## config.mk

```make
export PLATFORM = sky130hd
export DESIGN_NAME = load_store_unit_flat
export DESIGN_NICKNAME = d
export VERILOG_FILES = /design/src/rtl/lsu_pkg.sv /design/src/rtl/load_store_unit_if.sv /design/src/rtl/lsu_byte_lane.sv /design/src/rtl/load_store_unit.sv /design/src/flat_wrapper.sv
export SDC_FILE = /design/constraint.sdc
export NUM_CORES = 1
export LEC_CHECK = 0
export ABC_AREA = 1
export BUFFER_PORTS_ARGS = -buffer_cell sky130_fd_sc_hd__buf_2
export CORE_ASPECT_RATIO = 0.7
export CORE_MARGIN = 4
export CORE_UTILIZATION = 55
export CTS_BUF_LIST = sky130_fd_sc_hd__clkbuf_4
export DETAILED_ROUTE_END_ITERATION = 8
export GPL_ROUTABILITY_DRIVEN = 0
export PLACE_DENSITY = 0.84
export SLEW_MARGIN = 20
export SYNTH_ARGS = -nofsm -noshare
export SYNTH_HDL_FRONTEND = slang
export SYNTH_SLANG_ARGS = --single-unit
```

## constraint.sdc

```tcl
create_clock -name clk -period 2.9 [get_ports clk]
set_clock_uncertainty 0.05 [all_clocks]
set_input_delay 0.29 -clock clk [delete_from_list [all_inputs] [get_ports clk]]
set_output_delay 0.29 -clock clk [all_outputs]
set_load 0.05 [all_outputs]
```

## src/rtl/lsu_pkg.sv

```systemverilog
// Shared types and helpers for the load/store unit: access sizes, FSM states
// and the alignment check applied when a request is accepted.
package lsu_pkg;

    typedef enum logic [1:0] {
        SZ_B   = 2'b00,
        SZ_H   = 2'b01,
        SZ_W   = 2'b10,
        SZ_ILL = 2'b11
    } size_e;

    typedef enum logic [1:0] {
        IDLE = 2'b00,
        RD   = 2'b01,
        WR   = 2'b10,
        RESP = 2'b11
    } state_e;

    // Also rejects the illegal size, so one call decides whether memory is touched.
    function automatic logic misaligned(input size_e size, input logic [1:0] off);
        case (size)
            SZ_B:    return 1'b0;
            SZ_H:    return off[0];
            SZ_W:    return (off != 2'b00);
            default: return 1'b1;
        endcase
    endfunction

endpackage

```

## src/rtl/load_store_unit_if.sv

```systemverilog
// Core-side request/response handshake of the load/store unit.
// master = execute stage (initiator), slave = load_store_unit.
interface load_store_unit_if #(
    parameter int ADDR_WIDTH = 32,
    parameter int DATA_WIDTH = 32
);
    logic                  req_valid;
    logic                  req_ready;
    logic                  req_we;
    logic [1:0]            req_size;
    logic                  req_unsigned;
    logic [ADDR_WIDTH-1:0] req_addr;
    logic [DATA_WIDTH-1:0] req_wdata;
    logic                  resp_valid;
    logic                  resp_ready;
    logic [DATA_WIDTH-1:0] resp_rdata;
    logic                  resp_err;

    modport master (
        output req_valid, req_we, req_size, req_unsigned, req_addr, req_wdata, resp_ready,
        input  req_ready, resp_valid, resp_rdata, resp_err
    );

    modport slave (
        input  req_valid, req_we, req_size, req_unsigned, req_addr, req_wdata, resp_ready,
        output req_ready, resp_valid, resp_rdata, resp_err
    );
endinterface

```

## src/rtl/lsu_byte_lane.sv

```systemverilog
// Byte-lane steering for a 32-bit word: extracts and extends load data, and
// merges right-justified store data into an existing word.
module lsu_byte_lane
    import lsu_pkg::*;
(
    input  logic [31:0] i_word,
    input  logic [1:0]  i_off,
    input  size_e       i_size,
    input  logic        i_unsigned,
    input  logic [31:0] i_wdata,
    output logic [31:0] o_load,
    output logic [31:0] o_merge
);
    logic [7:0]  w_byte;
    logic [15:0] w_half;

    assign w_byte = i_word[{i_off, 3'b000} +: 8];
    assign w_half = i_word[{i_off[1], 4'b0000} +: 16];

    always_comb begin
        o_load = i_word;
        case (i_size)
            SZ_B:    o_load = i_unsigned ? {24'h0, w_byte} : {{24{w_byte[7]}}, w_byte};
            SZ_H:    o_load = i_unsigned ? {16'h0, w_half} : {{16{w_half[15]}}, w_half};
            default: o_load = i_word;
        endcase
    end

    always_comb begin
        o_merge = i_word;
        case (i_size)
            SZ_B:    o_merge[{i_off, 3'b000} +: 8] = i_wdata[7:0];
            SZ_H:    o_merge[{i_off[1], 4'b0000} +: 16] = i_wdata[15:0];
            default: o_merge = i_wdata;
        endcase
    end
endmodule

```

## src/rtl/load_store_unit.sv

```systemverilog
// Single-outstanding load/store controller for a word-wide data memory.
// Sub-word stores use read-modify-write; misaligned/illegal requests never reach memory.
module load_store_unit
    import lsu_pkg::*;
#(
    parameter int ADDR_WIDTH = 32,
    parameter int DATA_WIDTH = 32
) (
    input  logic                  clk,
    input  logic                  rst_n,
    load_store_unit_if.slave      bus,
    output logic                  o_mem_wr_en,
    output logic [ADDR_WIDTH-1:0] o_mem_addr,
    output logic [DATA_WIDTH-1:0] o_mem_wr_data,
    input  logic [DATA_WIDTH-1:0] i_mem_rd_data
);
    state_e                r_state;
    logic                  r_we;
    logic                  r_unsigned;
    size_e                 r_size;
    logic [1:0]            r_off;
    logic [DATA_WIDTH-1:0] r_wdata;
    logic [DATA_WIDTH-1:0] r_wr_data;
    logic [DATA_WIDTH-1:0] r_rdata;
    logic                  r_err;
    logic [ADDR_WIDTH-1:0] r_mem_addr;

    logic                  w_accept;
    logic                  w_err;
    size_e                 w_size;
    logic [DATA_WIDTH-1:0] w_load;
    logic [DATA_WIDTH-1:0] w_merge;

    assign w_accept = bus.req_valid && (r_state == IDLE);
    assign w_size   = size_e'(bus.req_size);
    assign w_err    = misaligned(w_size, bus.req_addr[1:0]);

    lsu_byte_lane u_lane (
        .i_word     (i_mem_rd_data),
        .i_off      (r_off),
        .i_size     (r_size),
        .i_unsigned (r_unsigned),
        .i_wdata    (r_wdata),
        .o_load     (w_load),
        .o_merge    (w_merge)
    );

    // Control and every register that feeds an output pin is reset.
    always_ff @(posedge clk or negedge rst_n) begin
        if (!rst_n) begin
            r_state    <= IDLE;
            r_mem_addr <= '0;
            r_rdata    <= '0;
            r_err      <= 1'b0;
        end else begin
            case (r_state)
                IDLE: begin
                    if (w_accept) begin
                        r_mem_addr <= {bus.req_addr[ADDR_WIDTH-1:2], 2'b00};
                        r_rdata    <= '0;
                        r_err      <= w_err;
                        if (w_err)
                            r_state <= RESP;
                        else if (bus.req_we && (w_size == SZ_W))
                            r_state <= WR;
                        else
                            r_state <= RD;
                    end
                end
                RD: begin
                    if (r_we) begin
                        r_state <= WR;
                    end else begin
                        r_rdata <= w_load;
                        r_state <= RESP;
                    end
                end
                WR:      r_state <= RESP;
                default: if (bus.resp_ready) r_state <= IDLE;
            endcase
        end
    end

    // Request fields are only consumed outside IDLE, so they need no reset.
    always_ff @(posedge clk) begin
        if (w_accept) begin
            r_we       <= bus.req_we;
            r_size     <= w_size;
            r_unsigned <= bus.req_unsigned;
            r_off      <= bus.req_addr[1:0];
            r_wdata    <= bus.req_wdata;
            r_wr_data  <= bus.req_wdata;
        end else if (r_state == RD) begin
            r_wr_data <= w_merge;
        end
    end

    assign bus.req_ready  = (r_state == IDLE);
    assign bus.resp_valid = (r_state == RESP);
    assign bus.resp_rdata = r_rdata;
    assign bus.resp_err   = r_err;

    assign o_mem_wr_en   = (r_state == WR);
    assign o_mem_addr    = r_mem_addr;
    assign o_mem_wr_data = (r_state == WR) ? r_wr_data : '0;
endmodule

```

## src/flat_wrapper.sv

```systemverilog
// flat-port wrapper written by rule: the top's interface ports become plain ports
module load_store_unit_flat import lsu_pkg::*;
#(
    parameter int ADDR_WIDTH = 32,
    parameter int DATA_WIDTH = 32
)
  (clk, rst_n, o_mem_wr_en, o_mem_addr, o_mem_wr_data, i_mem_rd_data, bus_req_valid, bus_req_we, bus_req_size, bus_req_unsigned, bus_req_addr, bus_req_wdata, bus_resp_ready, bus_req_ready, bus_resp_valid, bus_resp_rdata, bus_resp_err);
  load_store_unit_if #(.ADDR_WIDTH(ADDR_WIDTH), .DATA_WIDTH(DATA_WIDTH)) bus_i ();
  input  logic clk;
  input  logic rst_n;
  output logic o_mem_wr_en;
  output logic [ADDR_WIDTH-1:0] o_mem_addr;
  output logic [DATA_WIDTH-1:0] o_mem_wr_data;
  input  logic [DATA_WIDTH-1:0] i_mem_rd_data;
  input wire logic [$bits(bus_i.req_valid)-1:0] bus_req_valid;
  input wire logic [$bits(bus_i.req_we)-1:0] bus_req_we;
  input wire logic [$bits(bus_i.req_size)-1:0] bus_req_size;
  input wire logic [$bits(bus_i.req_unsigned)-1:0] bus_req_unsigned;
  input wire logic [$bits(bus_i.req_addr)-1:0] bus_req_addr;
  input wire logic [$bits(bus_i.req_wdata)-1:0] bus_req_wdata;
  input wire logic [$bits(bus_i.resp_ready)-1:0] bus_resp_ready;
  output wire logic [$bits(bus_i.req_ready)-1:0] bus_req_ready;
  output wire logic [$bits(bus_i.resp_valid)-1:0] bus_resp_valid;
  output wire logic [$bits(bus_i.resp_rdata)-1:0] bus_resp_rdata;
  output wire logic [$bits(bus_i.resp_err)-1:0] bus_resp_err;
  assign bus_i.req_valid = bus_req_valid;
  assign bus_i.req_we = bus_req_we;
  assign bus_i.req_size = bus_req_size;
  assign bus_i.req_unsigned = bus_req_unsigned;
  assign bus_i.req_addr = bus_req_addr;
  assign bus_i.req_wdata = bus_req_wdata;
  assign bus_i.resp_ready = bus_resp_ready;
  assign bus_req_ready = bus_i.req_ready;
  assign bus_resp_valid = bus_i.resp_valid;
  assign bus_resp_rdata = bus_i.resp_rdata;
  assign bus_resp_err = bus_i.resp_err;
  load_store_unit #(.ADDR_WIDTH(ADDR_WIDTH), .DATA_WIDTH(DATA_WIDTH)) u_core (.clk(clk), .rst_n(rst_n), .bus(bus_i), .o_mem_wr_en(o_mem_wr_en), .o_mem_addr(o_mem_addr), .o_mem_wr_data(o_mem_wr_data), .i_mem_rd_data(i_mem_rd_data));
endmodule
```

# Word level (Yosys, flattened, before mapping)
# Index checks and enable logic that the tools add are counted.
# op_classes
add_sub_neg	2
n_eq_ne	8
shifts	6
n_mux	19
reduce_logical	12
# ops
op	n
$mux W32	7
$pmux W32 S2	3
$bwmux W32	2
$shift A16 B7 Y32 const A	1
$shift A8 B7 Y32 const A	1
$shiftx A16 B7 Y32	1
$shiftx A32 B6 Y16	1
$shiftx A32 B6 Y8	1
$shiftx A8 B7 Y32	1
$neg A5 Y7	2
$mux W2	4
$eq A2 B1 Y1 const B	3
$eq A2 B2 Y1 const B	3
$logic_not A2 Y1	3
$pmux W2 S3	1
$reduce_bool A2 Y1	3
$reduce_and A2 Y1	2
$reduce_bool A4 Y1	1
$pmux W1 S3	1
$reduce_and A3 Y1	1
$logic_and A1 B1 Y1	2
$ne A2 B1 Y1 const B	1
$ne A2 B2 Y1 const B	1
$mux W1	1
# word_totals
register_bits	135
word_cells	57

# Logic depth before layout (Yosys ltp)
# Gate-level depths: netlist (run 1).
# depth
word_depth	6
mapped_depth	13
depth_no_buf	10

# Cells and area by module
# Synthesis (run 1) repeated with hierarchy kept, for this count alone.
# hier_totals
cells_unflattened	956
hier_area_um2	7370.8
# modules_own_cells
mod	n_inst	cells_each	area_each_um2
load_store_unit	1	552	5590.4
lsu_byte_lane	1	404	1780.5

# Worst setup path before layout (run 1)
# Ideal clock, no wire load.
# synth_path
kind	reg-to-reg
from	register u_core.r_state[0]
to	register u_core.r_rdata[21] (netlist: u_core.bus.resp_rdata[21])
setup_ns	0.116
t_arrival_ns	2.572
required_time_ns	2.734
setup_slack_ns	0.162
stages_incl_launch_ff	9
path_buffers	1
synth_period_minus_slack_ns	2.738
cell_sequence	dfrtp_1 inv_1 ha_1 nand2_1 nand2_1 o21ai_2 clkbuf_1 nand2_1 nand2_2
# synth_between
elab_chain_cells	4
# synth_rtl
element	line	text
from (decl)	load_store_unit.sv:17	state_e r_state;
from (signal assigned)	load_store_unit.sv:51	r_state <= IDLE;
from (signal assigned)	load_store_unit.sv:63	r_state <= RESP;
from (signal assigned)	load_store_unit.sv:65	r_state <= WR;
$logic_not A2 Y1 *	-	
net bus_req_ready	flat_wrapper.sv:22	output wire logic [$bits(bus_i.req_ready)-1:0] bus_req_ready;
$logic_and A1 B1 Y1	load_store_unit.sv:34	assign w_accept = bus.req_valid && (r_state == IDLE);
$ne A2 B1 Y1 (no line)	-	
$reduce_and A3 Y1 (no line)	-	
to (signal assigned)	load_store_unit.sv:74	r_rdata <= w_load;
to (decl)	load_store_unit.sv:24	logic [DATA_WIDTH-1:0] r_rdata;
# The timed path passes the listed nets; every way through them passes the cells marked *.
# A chain may end at the register's enable or synchronous reset.

# Worst setup path after layout (run 1)
# layout_path
from	register u_core.r_state[0]
to	output port o_mem_wr_data[23]
# layout_between
elab_chain_cells	2
# layout_rtl
element	line	text
$eq A2 B2 Y1	load_store_unit.sv:105	assign o_mem_wr_data = (r_state == WR) ? r_wr_data : '0;
$mux W32	load_store_unit.sv:105	
to (decl)	flat_wrapper.sv:13	output logic [DATA_WIDTH-1:0] o_mem_wr_data;
# No other way between the ends.

==> impl_metrics.csv, run 1 <==
group,metric,value,unit
clocking,htree_levels,4,
sta,setup_viol,0,
finish,regArea,0.00373,mm2
critical_path,crit_path_end_kind,"output pin",
power,p_per_area,1030,mW/mm2
clocking,clk_path_buf_depth,2,
critical_path,crit_start,"u_core.r_state[0]$_DFFE_PN0P_",
run_status,status,"completed",
finish,layout_common_cells,"394 x nand2_1, 201 x buf_2, 128 x inv_1",
critical_path,cp_data_required_time,2560,ps
routing,drt-vias-per-instance,5.30,
floorplan,die_w,151,um
grt,grt_pass1_vias,7477,
finish,finalNonFillerCells,1515,
finish,final_common_cell,"nand2_1",
critical_path,r2r-start,"u_core.r_state[0]$_DFFE_PN0P_",
sta,fin_ws,515,ps
routing,antenna_left,0,
yosys,synth_seq_cells,135,
sta,report.final.hold_viol_count,0,
grt,grt_pass1_wl,37700,um
critical_path,cp.arrival,2040,ps
routing,drt-total-wl,24300,um
floorplan,fp.dieArea,0.0163,mm2
power,p_total,10.3,mW
sta,relSlewSlack,0.524,
clocking,insertion_delay,550,ps
power,leakage,5.48,nW
floorplan,start_util,0.562,
routing,drt_pass1_iterations,9,
clocking,cts.sinks,135,
grt,grt_max_degree,56,
critical_path,worstSetupStartpointType,"register",
placed_design,pre_cts_ws,467,ps
floorplan,core_area,0.0140,mm2
sta,timing.hold.ws,90.2,ps
sta,slew_violations,0,
floorplan,core.rowCount,36,
sta,min_period_over_period,0.822,
sta,finalCriticalPeriod,2380,ps
clocking,cts_tree,"built",
floorplan,io_pins,204,
yosys,synth_top_area_share,0.268,
finish,n_antenna_cell,0,
sta,timing.setup.tns,0,ps
finish,drive_gt1_frac,0.229,
power,combPwrFrac,0.546,
sta,fmax,419,MHz
yosys,synth_top_area_cell,"edfxtp_1",
hold_path,worstHoldStart,"bus_resp_ready",
clocking,cts.clk_slew.worst_paths,130,ps
placed_design,io_buffers,201,
finish,fin_nets,1426,
yosys,synth.area.top_cells,"edfxtp_1 27%, dfrtp_1 21%, nand2_1 19%, inv_1 6.2%, a21oi_1 4.0%",
yosys,yosys.cell_types.count,34,
critical_path,worstPathMaxFanout,35,
sta,rsz0062_at_grt,"false",
finish,multi_input_comb_area,0.00333,mm2
routing,drt_iter0_drc,1272,
placed_design,dp_hpwl,16900,um
yosys,ys_warn_count,0,
clocking,cts-root-buf,"clkbuf_4",
placed_design,place_inst,1415,
floorplan,die_h,108,um
routing,drc,0,
finish,syn_to_final_growth,26.9,%
grt,grt_overflow,0,
finish,nFillCells,1114,
yosys,ys_seq_area_frac,0.475,
run,drv_cap,0,
power,pwr-share-seq,0.324,
grt,grt_antenna_before_repair,0,
grt,grt_use_total,0.296,
yosys,syn_area,0.00785,mm2
routing,wl_per_cell,16.0,um
yosys,syn_area_per_cell,7.43,um2
power,power.switching,5.41,mW
power,clock_power_share,0.130,
power,internal_power,4.88,mW
clocking,numCtsBuffers,17,
clocking,postCtsSetupRepairBufs,0,
yosys,syn_inst,1056,
power,power_switching_share,0.526,
hold_path,min_path_type,"input pin to register",
power,peakVddDrop,0.674,mV
critical_path,crit_type,"register to output pin",
routing,vias,8033,
sta,worst_pin_slew,712,ps
## critical path, stage by stage (launching register included)
cell	delay, ps
dfrtp_1	440
inv_1	90
ha_1	150
buf_4	330
nand2_1	110
inv_1	80
buf_2	260
## cell families (layout without fill, tap and decap cells)
kind of cell    count (synthesis)  count (layout)  synth area share
fa+ha+maj                       9               9            0.0143
compound gates                139             139            0.0960
simple gates                  584             584             0.312
buf+inv                       188             456             0.102
other cells                     1               2          0.000478
flops                         135             135             0.475
## flip-flops by register name (all words and copies together), names as in the netlist, 2 cells and up
register / cells
u_core.r_size: 2
u_core.r_wdata: 32
u_core.o_mem_addr: 30
u_core.bus.resp_rdata: 32
u_core.r_wr_data: 32
u_core.r_off: 2
u_core.r_state: 2
## path summary, 6_finish.rpt
| path | end | slack [ps] | cells after the start |
|---|---|---|---|
| max in group asynchronous | u_core.o_mem_addr[15]$_DFFE_PN0P_ | 1900 | 3 |
| max reg2reg | u_core.r_wr_data[20]$_DFFE_PP_ | 530 | 11 |
| min reg2reg | u_core.o_mem_addr[12]$_DFFE_PN0P_ | 440 | 2 |
| max | o_mem_wr_data[23] | 520 | 6 |
| min | u_core.r_state[1]$_DFFE_PN0P_ | 90 | 6 |
| min in group asynchronous | u_core.o_mem_addr[6]$_DFFE_PN0P_ | 200 | 2 |
## routing by layer
metal / routed length (um) / track usage / vias up
li1: - / - / 3823
met2: 10500 / 0.444 / 516
met5: 0 / 0 / -
met4: 504 / 0.0763 / 0
met3: 3330 / 0.0855 / 63
met1: 9920 / 0.426 / 3631
## per-stage QoR
step,util,area (um2)
floorplan,-,7850
global placement,0.642,8970
detailed placement,0.642,8970
CTS,0.712,9950
global route,0.713,9960
finish,0.713,9960
## cell type report
class	count	area share
clock buffers	18	0.0136
clock inverters	13	0.0156
inverters	136	0.0530
flip-flops and latches	135	0.375
well taps	190	0.0239
repair buffers	289	0.185
multi-input cells	734	0.335
## power by group through the flow
stage	Sequential, mW	Combinational, mW	Clock [mW]
2_1_floorplan	4.63	2.83	0
4_1_cts	3.32	5.57	1.34
3_5_place_dp	3.34	5.48	0
6_report	3.33	5.62	1.33
3_3_place_gp	3.34	5.38	0
5_1_grt	3.40	6.07	1.42
## synth_stat cells (all sizes together)
cell type	number
nand2	413
inv	135
nor2	88
edfxtp	70
dfrtp	65
a21oi	63
o21ai	56
nand3	55
buf	26
clkbuf	26
or2	21
o211ai	16
ha	9
nand3b	6
o21bai	4
clkinv	1
conb	1
nor3	1
## repair_timing
action	in CTS	in global routing
hold buffers	69	0
resized for setup	0	0
endpoints found under the hold margin	88	0
Power figures use the tool's default switching activity.
==> run 2, diff against run 1 <==
--- a/config.mk
+++ b/config.mk
@@ -9,11 +9,11 @@
 export BUFFER_PORTS_ARGS = -buffer_cell sky130_fd_sc_hd__buf_2
 export CORE_ASPECT_RATIO = 0.7
 export CORE_MARGIN = 4
-export CORE_UTILIZATION = 55
+export CORE_UTILIZATION = 50
 export CTS_BUF_LIST = sky130_fd_sc_hd__clkbuf_4
 export DETAILED_ROUTE_END_ITERATION = 8
 export GPL_ROUTABILITY_DRIVEN = 0
-export PLACE_DENSITY = 0.84
+export PLACE_DENSITY = 0.8
 export SLEW_MARGIN = 20
 export SYNTH_ARGS = -nofsm -noshare
 export SYNTH_HDL_FRONTEND = slang
==> constraint.sdc (replaced) <==
create_clock -name clk -period 2 [get_ports clk]
set_clock_uncertainty 0.05 [all_clocks]
set_input_delay 0.2 -clock clk [delete_from_list [all_inputs] [get_ports clk]]
set_output_delay 0.2 -clock clk [all_outputs]
set_load 0.05 [all_outputs]
==> impl_metrics.csv, run 2 (synthesized netlist as in run 1, its figures left out) <==
group,metric,value,unit
run_status,status,"finished with violations",
run_status,violations,"design-rule violations, negative setup slack",
critical_path,crit_path_end_kind,"output pin",
routing,drc,2,
clocking,htree_levels,4,
critical_path,worstSetupStartpointType,"register",
finish,drive_gt1_frac,0.281,
routing,drt_pass1_iterations,9,
sta,timing.hold.ws,32.8,ps
sta,min_period_over_period,1.03,
critical_path,cp.arrival,1820,ps
placed_design,io_buffers,201,
finish,fin_util,0.707,
sta,fmax,483,MHz
grt,grt_use_total,0.289,
finish,final_common_cell,"nand2_1",
grt,grt_pass1_vias,7769,
critical_path,worstPathMaxFanout,5,
finish,layout_common_cells,"379 x nand2_1, 168 x buf_2, 95 x inv_1",
routing,vias,8389,
sta,report.final.hold_viol_count,0,
hold_path,min_path_type,"input pin to register",
finish,final_cell_area,0.0109,mm2
finish,fin_nets,1454,
finish,syn_to_final_growth,39.2,%
grt,grt_pass1_wl,40500,um
sta,fin_ws,-68.9,ps
clocking,cts-root-buf,"clkbuf_4",
placed_design,postPlaceCellArea,0.00928,mm2
run,drv_cap,0,
floorplan,core.rowCount,38,
grt,grt_max_degree,64,
clocking,numCtsBuffers,17,
finish,nFillCells,1201,
power,p_per_area,1520,mW/mm2
clocking,cts_tree,"built",
floorplan,die_h,113,um
floorplan,core_area,0.0155,mm2
critical_path,crit_type,"register to output pin",
placed_design,pre_cts_ws,72.9,ps
routing,drt-vias-per-instance,5.39,
power,p_total,16.6,mW
sta,worst_pin_slew,512,ps
sta,timing.setup.tns,-1190,ps
critical_path,cp_data_required_time,1750,ps
sta,slew_violations,0,
clocking,cts.sinks,135,
grt,grt_overflow,0,
clocking,cts.clk_slew.worst_paths,130,ps
clocking,insertion_delay,540,ps
finish,finalNonFillerCells,1555,
power,peakVddDrop,1.29,mV
floorplan,fp.dieArea,0.0178,mm2
routing,drt_iter0_drc,1066,
floorplan,io_pins,204,
placed_design,dp_hpwl,17700,um
routing,drt-total-wl,26900,um
sta,rsz0062_at_grt,"true",
floorplan,start_util,0.508,
floorplan,die_w,158,um
grt,grt_antenna_before_repair,1,
power,leakage,5.51,nW
routing,antenna_left,0,
clocking,clk_path_buf_depth,2,
sta,relSlewSlack,0.658,
routing,wl_per_cell,17.3,um
placed_design,place_inst,1434,
sta,setup_viol,33,
sta,finalCriticalPeriod,2070,ps
run 2: cell count changes in the layout (fill, tap and decap cells not counted), sizes merged:
cell,delta
buf,+19
clkinv,-4
bufinv,-2
clkinvlp,+35
diode,+1
inv,-29
clkbuf,+4
dlygate4sd3,+6
run 2: timing repair:
item | in CTS | in global routing
gates cloned | 1 | 4
pin swaps | 0 | 0
buffers inserted | 2 | 6
gates resized for setup | 96 | 36
endpoints found under the hold margin | 171 | 0
endpoints found under the setup margin | 33 | 52
hold buffers | 75 | 0
run 2: critical path, stage by stage, from the launching register on:
cell        delay (ps)
dfrtp_1            410
inv_2               90
ha_4               260
clkbuf_16          210
nand2_1             90
clkinvlp_4          90
buf_8              140
run 2: cell type report:
| type | instances | area (um2) | area share |
|---|---|---|---|
| clock buffers | 19 | 143 | 0.0131 |
| repair buffers | 317 | 2580 | 0.236 |
| well taps | 200 | 250 | 0.0229 |
| multi-input cells | 734 | 3460 | 0.317 |
| flip-flops and latches | 135 | 3730 | 0.341 |
| clock inverters | 13 | 124 | 0.0113 |
| diodes | 1 | 2.50 | 0.000229 |
| inverters | 136 | 641 | 0.0586 |
run 2: worst paths after layout:
| kind | startpoint | end | slack, ps | depth (start not counted) |
|---|---|---|---|---|
| max reg2reg | u_core.r_off[0]$_DFFE_PP_ | u_core.r_wr_data[12]$_DFFE_PP_ | 110 | 9 |
| min | i_mem_rd_data[11] | u_core.r_wr_data[11]$_DFFE_PP_ | 30 | 5 |
| min reg2reg | u_core.o_mem_addr[13]$_DFFE_PN0P_ | u_core.o_mem_addr[13]$_DFFE_PN0P_ | 440 | 2 |
| max | u_core.r_state[0]$_DFFE_PN0P_ | o_mem_wr_data[1] | -70 | 6 |
| max in group asynchronous | rst_n | u_core.bus.resp_rdata[4]$_DFFE_PN0P_ | 1190 | 3 |
| min in group asynchronous | rst_n | u_core.o_mem_addr[3]$_DFFE_PN0P_ | 90 | 2 |
run 2: routing by layer:
| layer | wire (um) | track usage | up-vias |
|---|---|---|---|
| met4 | 599 | 0.0774 | 0 |
| li1 | - | - | 3880 |
| met1 | 10600 | 0.414 | 3838 |
| met5 | 0 | 0 | - |
| met3 | 3770 | 0.0791 | 74 |
| met2 | 11900 | 0.436 | 597 |
run 2: where the power goes:
group	internal, mW	switching (mW)
registers	4.25	0.651
clock network	0.654	1.12
logic	3.09	6.87
total	7.99	8.64
==> run 3, diff against run 2 <==
==> constraint.sdc (replaced) <==
create_clock -name clk -period 2 [get_ports clk]
set_clock_uncertainty 0.05 [all_clocks]
set_input_delay 0.5 -clock clk [delete_from_list [all_inputs] [get_ports clk]]
set_output_delay 0.5 -clock clk [all_outputs]
set_load 0.05 [all_outputs]
==> impl_metrics.csv, run 3 (synthesized netlist as in run 1, its figures left out) <==
group,metric,value,unit
finish,final_cell_area,0.0107,mm2
routing,vias,8167,
grt,grt_pass1_wl,39300,um
clocking,numCtsBuffers,17,
critical_path,crit_slowest_cell,"dfrtp_2",
clocking,cts-root-buf,"clkbuf_4",
run_status,violations,"negative setup slack",
finish,multi_input_comb_area,0.00361,mm2
grt,grt_max_degree,66,
finish,regArea,0.00373,mm2
floorplan,fp.dieArea,0.0178,mm2
sta,min_period_over_period,1.13,
grt,grt_pass1_vias,7775,
floorplan,start_util,0.508,
finish,finalNonFillerCells,1501,
critical_path,crit_path_end_kind,"output pin",
run_status,status,"finished with violations",
clocking,insertion_delay,540,ps
clocking,cts_tree,"built",
power,p_total,17.6,mW
critical_path,max_stage_delay,450,ps
routing,drt-total-wl,27000,um
finish,drive_gt1_frac,0.348,
finish,syn_to_final_growth,36.0,%
floorplan,die_h,113,um
grt,grt_antenna_before_repair,1,
finish,nFillCells,1230,
routing,drt-vias-per-instance,5.44,
critical_path,worstPathMaxFanout,18,
placed_design,dp_hpwl,18200,um
routing,wl_per_cell,18.0,um
floorplan,io_pins,204,
critical_path,path_delay_family,"flip-flops",
grt,grt_use_total,0.282,
clocking,clk_path_buf_depth,2,
sta,rsz0062_at_grt,"true",
sta,timing.hold.ws,83.6,ps
sta,finalCriticalPeriod,2250,ps
placed_design,place_inst,1437,
critical_path,cp_data_required_time,1450,ps
clocking,htree_levels,4,
critical_path,worstSetupStartpointType,"register",
critical_path,crit_chain,"ha_4, buf_12, nand2_1, clkinvlp_4, buf_8",
placed_design,io_buffers,201,
placed_design,postPlaceCellArea,0.00930,mm2
run,drv_cap,0,
critical_path,crit_type,"register to output pin",
routing,drt_pass1_iterations,8,
power,p_per_area,1650,mW/mm2
finish,n_antenna_cell,0,
sta,report.final.hold_viol_count,0,
finish,layout_common_cells,"346 x nand2_1, 166 x buf_2, 92 x inv_1",
clocking,cts.clk_slew.worst_paths,130,ps
floorplan,core_area,0.0155,mm2
power,leakage,5.38,nW
critical_path,cp.arrival,1700,ps
grt,grt_overflow,0,
hold_path,min_path_type,"input pin to register",
power,peakVddDrop,1.34,mV
routing,antenna_left,0,
floorplan,core.rowCount,38,
floorplan,die_w,158,um
routing,drc,0,
sta,fin_ws,-254,ps
finish,fin_util,0.690,
sta,setup_viol,101,
finish,fin_nets,1402,
clocking,cts.sinks,135,
finish,final_common_cell,"nand2_1",
sta,slew_violations,0,
sta,fmax,444,MHz
critical_path,cp.buffers_inverters,3,
routing,drt_iter0_drc,1134,
run 3: cell count changes in the layout (fill, tap and decap cells not counted), moves of 5 or more:
| cell | delta |
|---|---|
| dlygate4sd3_1 | -74 |
| nand2_2 | +39 |
| nand2_1 | -33 |
| buf_6 | +20 |
| buf_8 | -7 |
| nand2_4 | -6 |
| nor2_1 | -6 |
| o21ai_0 | -6 |
| o21ai_1 | +6 |
| clkinvlp_4 | -5 |
| nor2_2 | +5 |
run 3: path summary, 6_finish.rpt:
path / cells after the start / from / slack (ps) / end
max: 5 / u_core.r_state[1]$_DFFE_PN0P_ / -250 / o_mem_wr_data[18]
min: 1 / bus_req_wdata[16] / 80 / u_core.r_wdata[16]$_DFFE_PP_
max reg2reg: 13 / u_core.r_state[1]$_DFFE_PN0P_ / -110 / u_core.r_wr_data[17]$_DFFE_PP_
min reg2reg: 2 / u_core.o_mem_addr[10]$_DFFE_PN0P_ / 440 / u_core.o_mem_addr[10]$_DFFE_PN0P_
max in group asynchronous: 3 / rst_n / 1140 / u_core.r_state[1]$_DFFE_PN0P_
min in group asynchronous: 3 / rst_n / 450 / u_core.o_mem_addr[7]$_DFFE_PN0P_
run 3: final cells by class:
type | instances | share of cell area
Sequential cell | 135 | 0.350
Multi-Input combinational cell | 735 | 0.338
Inverter | 136 | 0.0605
Tap cell | 200 | 0.0235
Clock buffer | 20 | 0.0141
Timing Repair Buffer | 264 | 0.199
Clock inverter | 11 | 0.0148
run 3: power by group:
group	internal [mW]	total (mW)	switching, mW
Clock	1.02	2.04	1.02
Sequential	4.24	4.87	0.623
Combinational	3.53	10.7	7.18
run 3: what timing repair did:
action,in CTS,in global routing
cloned,0,13
buffers inserted,9,11
endpoints found under the hold margin,65,0
pin swaps,1,39
hold buffers,1,0
gates resized for setup,92,111
endpoints found under the setup margin,36,96
run 3: worst register-to-register path, stage by stage (launching register included):
cell and delay (ps):
dfrtp_2 410, buf_4 120, buf_6 110, inv_4 40
ha_4 170, buf_8 140, buf_12 130, nand2_8 120
clkbuf_16 160, nand2_1 60, a21oi_2 110, nand3_1 90
nor2_2 140, nor2_2 50
run 3: metrics by stage:
step	TNS, ps	setup WS, ps
after floorplan	0	13.4
after global placement	0	66.0
after detailed placement	-14.5	-14.5
after CTS	-8050	-259
after global routing	-17440	-340
final	-9360	-254
run 3: routing by layer:
layer  GRT usage  up-vias  wire length (um)
li1            -     3774                 -
met1       0.399     3723             10800
met2       0.424      568             11700
met3      0.0772      100              3770
met4      0.0883        2               792
met5           0        -                13
